`src/rtl/aes_mix_columns.sv`:
```
// Registered AES MixColumns (and optional InvMixColumns) over a 128-bit state.
// Ports: clk, rst (async, active-high), in_valid, state_in[0:127] (bit 0 = MSB of byte 0),
//        out_valid, state_out[0:127]; inv only when INV_MIX_COLUMNS_EN is defined.
module aes_mix_columns (
  input  logic         clk,
  input  logic         rst,
`ifdef INV_MIX_COLUMNS_EN
  input  logic         inv,
`endif
  input  logic         in_valid,
  input  logic [0:127] state_in,
  output logic         out_valid,
  output logic [0:127] state_out
);

  function automatic logic [7:0] xtime(input logic [7:0] b);
    xtime = {b[6:0], 1'b0} ^ (b[7] ? 8'h1B : 8'h00);
  endfunction

  // Column word layout: [31:24] = row 0 ... [7:0] = row 3.
  function automatic logic [31:0] fwd_col(input logic [31:0] c);
    logic [7:0] s0, s1, s2, s3;
    logic [7:0] d0, d1, d2, d3;
    s0 = c[31:24];
    s1 = c[23:16];
    s2 = c[15:8];
    s3 = c[7:0];
    d0 = xtime(s0);
    d1 = xtime(s1);
    d2 = xtime(s2);
    d3 = xtime(s3);
    fwd_col[31:24] = d0 ^ (d1 ^ s1) ^ s2 ^ s3;
    fwd_col[23:16] = s0 ^ d1 ^ (d2 ^ s2) ^ s3;
    fwd_col[15:8]  = s0 ^ s1 ^ d2 ^ (d3 ^ s3);
    fwd_col[7:0]   = (d0 ^ s0) ^ s1 ^ s2 ^ d3;
  endfunction

`ifdef INV_MIX_COLUMNS_EN
  // 9 = 8+1, B = 8+2+1, D = 8+4+1, E = 8+4+2 from chained xtime.
  function automatic logic [31:0] inv_col(input logic [31:0] c);
    logic [7:0] s  [4];
    logic [7:0] x2 [4];
    logic [7:0] x4 [4];
    logic [7:0] x8 [4];
    logic [7:0] m9 [4];
    logic [7:0] mb [4];
    logic [7:0] md [4];
    logic [7:0] me [4];
    for (int i = 0; i < 4; i++) begin
      s[i]  = c[31-8*i -: 8];
      x2[i] = xtime(s[i]);
      x4[i] = xtime(x2[i]);
      x8[i] = xtime(x4[i]);
      m9[i] = x8[i] ^ s[i];
      mb[i] = x8[i] ^ x2[i] ^ s[i];
      md[i] = x8[i] ^ x4[i] ^ s[i];
      me[i] = x8[i] ^ x4[i] ^ x2[i];
    end
    inv_col[31:24] = me[0] ^ mb[1] ^ md[2] ^ m9[3];
    inv_col[23:16] = m9[0] ^ me[1] ^ mb[2] ^ md[3];
    inv_col[15:8]  = md[0] ^ m9[1] ^ me[2] ^ mb[3];
    inv_col[7:0]   = mb[0] ^ md[1] ^ m9[2] ^ me[3];
  endfunction
`endif

  logic [0:127] w_mix;
  logic         r_valid;
  logic [0:127] r_state;

  for (genvar c = 0; c < 4; c++) begin : g_col
    logic [31:0] w_col_in;
    logic [31:0] w_col_out;
    assign w_col_in = state_in[32*c +: 32];
`ifdef INV_MIX_COLUMNS_EN
    assign w_col_out = inv ? inv_col(w_col_in) : fwd_col(w_col_in);
`else
    assign w_col_out = fwd_col(w_col_in);
`endif
    assign w_mix[32*c +: 32] = w_col_out;
  end

  // Data register only loads on valid so idle-cycle X never reaches it.
  always_ff @(posedge clk or posedge rst) begin
    if (rst) begin
      r_valid <= 1'b0;
      r_state <= '0;
    end else begin
      r_valid <= in_valid;
      if (in_valid) begin
        r_state <= w_mix;
      end
    end
  end

  assign out_valid = r_valid;
  assign state_out = r_state;

endmodule

```
`config.mk`:
```
export PLATFORM = sky130hd
export DESIGN_NAME = aes_mix_columns
export DESIGN_NICKNAME = d
export VERILOG_FILES = /design/src/rtl/aes_mix_columns.sv
export SDC_FILE = /design/constraint.sdc
export NUM_CORES = 1
export LEC_CHECK = 0
export ABC_AREA = 0
export ABC_CLOCK_PERIOD_IN_PS = 4800
export BUFFER_PORTS_ARGS = -buffer_cell sky130_fd_sc_hd__buf_2
export CORE_MARGIN = 2
export CORE_UTILIZATION = 45
export CTS_BUF_LIST = sky130_fd_sc_hd__clkbuf_16
export CTS_CLUSTER_SIZE = 16
export DETAILED_ROUTE_END_ITERATION = 6
export MAX_ROUTING_LAYER = met4
export PLACE_DENSITY = 0.71
export SKIP_LAST_GASP = 1
export SLEW_MARGIN = 10
export SYNTH_ARGS = -nofsm -noshare
export SYNTH_HDL_FRONTEND = slang
export SYNTH_SLANG_ARGS = --single-unit
```
`constraint.sdc`:
```
create_clock -name clk -period 4.8 [get_ports clk]
set_clock_uncertainty 0.2 [all_clocks]
set_input_delay 0.72 -clock clk [delete_from_list [all_inputs] [get_ports clk]]
set_output_delay 0.72 -clock clk [all_outputs]
set_load 0.1 [all_outputs]
```
==> results.py <==
metrics = {
    "synth": {
        "synth_nets": 857,
        "synth_area_leaders": "dfrtp_1 (37%), xnor2_1 (36%), mux2_2 (16%)",
        "syn-cell-area_sq_um": 8700,
        "synth_top_area_share_pct": 37.1,
        "syn_inst": 726,
        "synth_area_leader_cell": "dfrtp_1",
        "synth_area_per_cell_sq_um": 12.0,
        "synthTopCellsByCount": "xnor2_1 (360), dfrtp_1 (129), mux2_2 (126)",
        "async_reset_ff_share_pct": 100,
        "ys_seq_elements": 129,
        "synth_edf_count": 0,
        "ys_seq_area_share_pct": 37.1,
        "ys.warnings.count": 0,
        "synth_top_flop_cell": "dfrtp_1",
        "yosysMostFrequentCell": "xnor2_1",
        "yosysUniqueCellTypes": 14,
    },
    "critical_path": {
        "r2r-start": "state_out[105]$_DFFE_PP0P_",
        "critPathBufInv": 2,
        "reg2reg_to": "state_out[105]$_DFFE_PP0P_",
        "cp-end-kind": "register",
        "critPathMaxStageDelay_ns": 0.66,
        "critPathLaunchType": "primary input",
        "worstPathMaxFanout": 68,
        "path_delay_family": "buffers and inverters",
        "reg2reg_slack_ns": 3.81,
        "slowest_stage": "buf_4",
        "crit_type": "primary input to register",
        "reg2reg_depth": 1,
        "crit_chain": "buf_4 -> buf_4 -> mux2_2",
        "cp_common_cell": "buf_4",
        "arrival_ns": 2.37,
        "critPathRequiredTime_ns": 4.90,
    },
    "routing": {
        "vias": 5826,
        "drcViolationCount": 0,
        "ant_nets": 0,
        "dr.pass1.iters": 4,
        "via_per_inst": 4.66,
        "wl_um": 19700,
        "avgRoutedWirePerCell_um": 15.8,
        "first_iter_violations": 136,
    },
    "sta": {
        "slew_headroom_pct": 40.4,
        "fin_setup_tns_ns": 0,
        "max_freq_mhz": 439,
        "grt_setup_unrepaired": "false",
        "fin_crit_sh_pct": 47.4,
        "setup_viol": 0,
        "setup_slack_ns": 2.52,
        "hold_viol": 0,
        "worst_pin_slew_ns": 0.895,
        "post-route-min-period_ns": 2.28,
        "hold_ws_ns": 0.286,
        "slew_viol_final": 0,
    },
    "hold_path": {
        "hold_path_class": "primary input to asynchronous set/reset pin",
    },
    "flow_run": {
        "drv_cap": 0,
    },
    "global_route": {
        "grt_pass1_vias": 6116,
        "grt_usage_pct": 20.3,
        "grt_max_degree": 71,
        "grt_overflow_total": 0,
        "grt_pass1_wl_um": 31500,
        "antenna_found_initial": 0,
    },
    "placement": {
        "numPortBuffers": 259,
        "hpwlAfterDp_um": 15300,
        "place.gp.congestion": 0.840,
        "dp.cells": 1218,
        "preCtsSetupSlack_ns": 2.07,
    },
    "clock_tree": {
        "root_buffer": "clkbuf_16",
        "clk-insertion-delay-late_ns": 0.41,
        "ctsLongestPathBuffers": 2,
        "holdBufCountCts": 0,
        "htreeDepth": 4,
        "post_cts_resized": 0,
        "path_clk_slew_ns": 0.06,
        "cts_setup_buffers": 0,
        "numCtsBuffers": 17,
        "clkSinkCount": 129,
        "cts_tree": "done",
    },
    "die": {
        "die_x_um": 143,
        "core_sq_um": 18800,
        "num_rows": 50,
        "die_h_um": 143,
        "pin_count": 260,
        "die_area_sq_um": 20500,
        "start_util_pct": 46.2,
    },
    "power": {
        "worst_ir_drop_vdd_mv": 0.413,
        "p_leak_nw": 4.45,
        "pwr_density_cell_nw_per_um2": 692,
    },
    "finish": {
        "filler_cell_count": 1665,
        "nNetsFinal": 1108,
        "final_cells": 1250,
        "syn_to_final_growth_pct": 24.3,
        "layout-drive-gt1-share_pct": 43.0,
        "diodes": 0,
    },
    "status": {
        "status": "completed",
    },
}
[worst max-delay path by stage]
stage	from	end	slack [ns]	cells after the start
2_1_floorplan	rst	out_valid$_DFF_PP0_	0.44	1
3_5_place_dp	in_valid	state_out[79]$_DFFE_PP0P_	2.07	3
3_3_place_gp	in_valid	state_out[2]$_DFFE_PP0P_	2.10	3
4_1_cts	in_valid	state_out[79]$_DFFE_PP0P_	2.52	3
5_1_grt	in_valid	state_out[85]$_DFFE_PP0P_	2.41	3
6_report	in_valid	state_out[25]$_DFFE_PP0P_	2.52	3
[power by group]
part / internal (W) / leakage, nW / total [W] / switching [W]
logic: 0.000963 / 2.64 / 0.00444 / 0.00347
registers: 0.00145 / 1.51 / 0.00164 / 0.000185
clock network: 0.000877 / 0.305 / 0.00140 / 0.000522
[placed cells by master (no fill, tap or decap)]
cell          n
mux2_2      126
buf_4         5
clkinv_4      2
buf_2       258
mux2i_1       2
clkinv_2      2
dfrtp_1     129
bufinv_16     4
inv_6         5
inv_1         2
clkbuf_16    17
inv_4         1
xor2_1       71
clkinvlp_4    2
xor2_2        2
xnor2_1     360
xnor2_2       2
[layer usage]
layer / track usage [%] / vias to the layer above / wire length (um)
met3: 3.52 / 29 / 893
li1: - / 2822 / -
met1: 26.0 / 2804 / 8880
met2: 32.4 / 171 / 9570
met4: 7.45 / 0 / 396
met5: - / - / 0
[registers in the layout, summed over array words and instances, names as in the netlist]
signal / flops
out_valid: 1
state_out: 128
[logic make-up (layout without fill, tap and decap cells)]
| kind of cell | Yosys count | count (layout) | synth area share, % |
|---|---|---|---|
| muxes | 128 | 128 | 16.5 |
| xor gates and xnor gates | 435 | 435 | 44.2 |
| buffers and inverters | 34 | 298 | 2.17 |
| DFF | 129 | 129 | 37.1 |
[final cells by class]
cell class              count  area [sq um]  area share (%)
clock buffers              17           425            3.94
clock inverters            15           206            1.91
inverters                   3          13.8           0.127
multi-input cells         563          5280            48.8
flip-flops and latches    129          3230            29.9
well taps                 260           325            3.01
repair buffers            263          1330            12.3
[metrics by stage]
stage               instance area (sq um)  utilization (%)  total power (W)
finish                              10800             57.4          0.00748
detailed placement                  10200             54.0          0.00611
global route                        10800             57.4          0.00777
CTS                                 10800             57.4          0.00754
floorplan                            8700                -          0.00538
global placement                    10200             54.0          0.00608
Note: power is estimated with default switching activity, not from simulation.
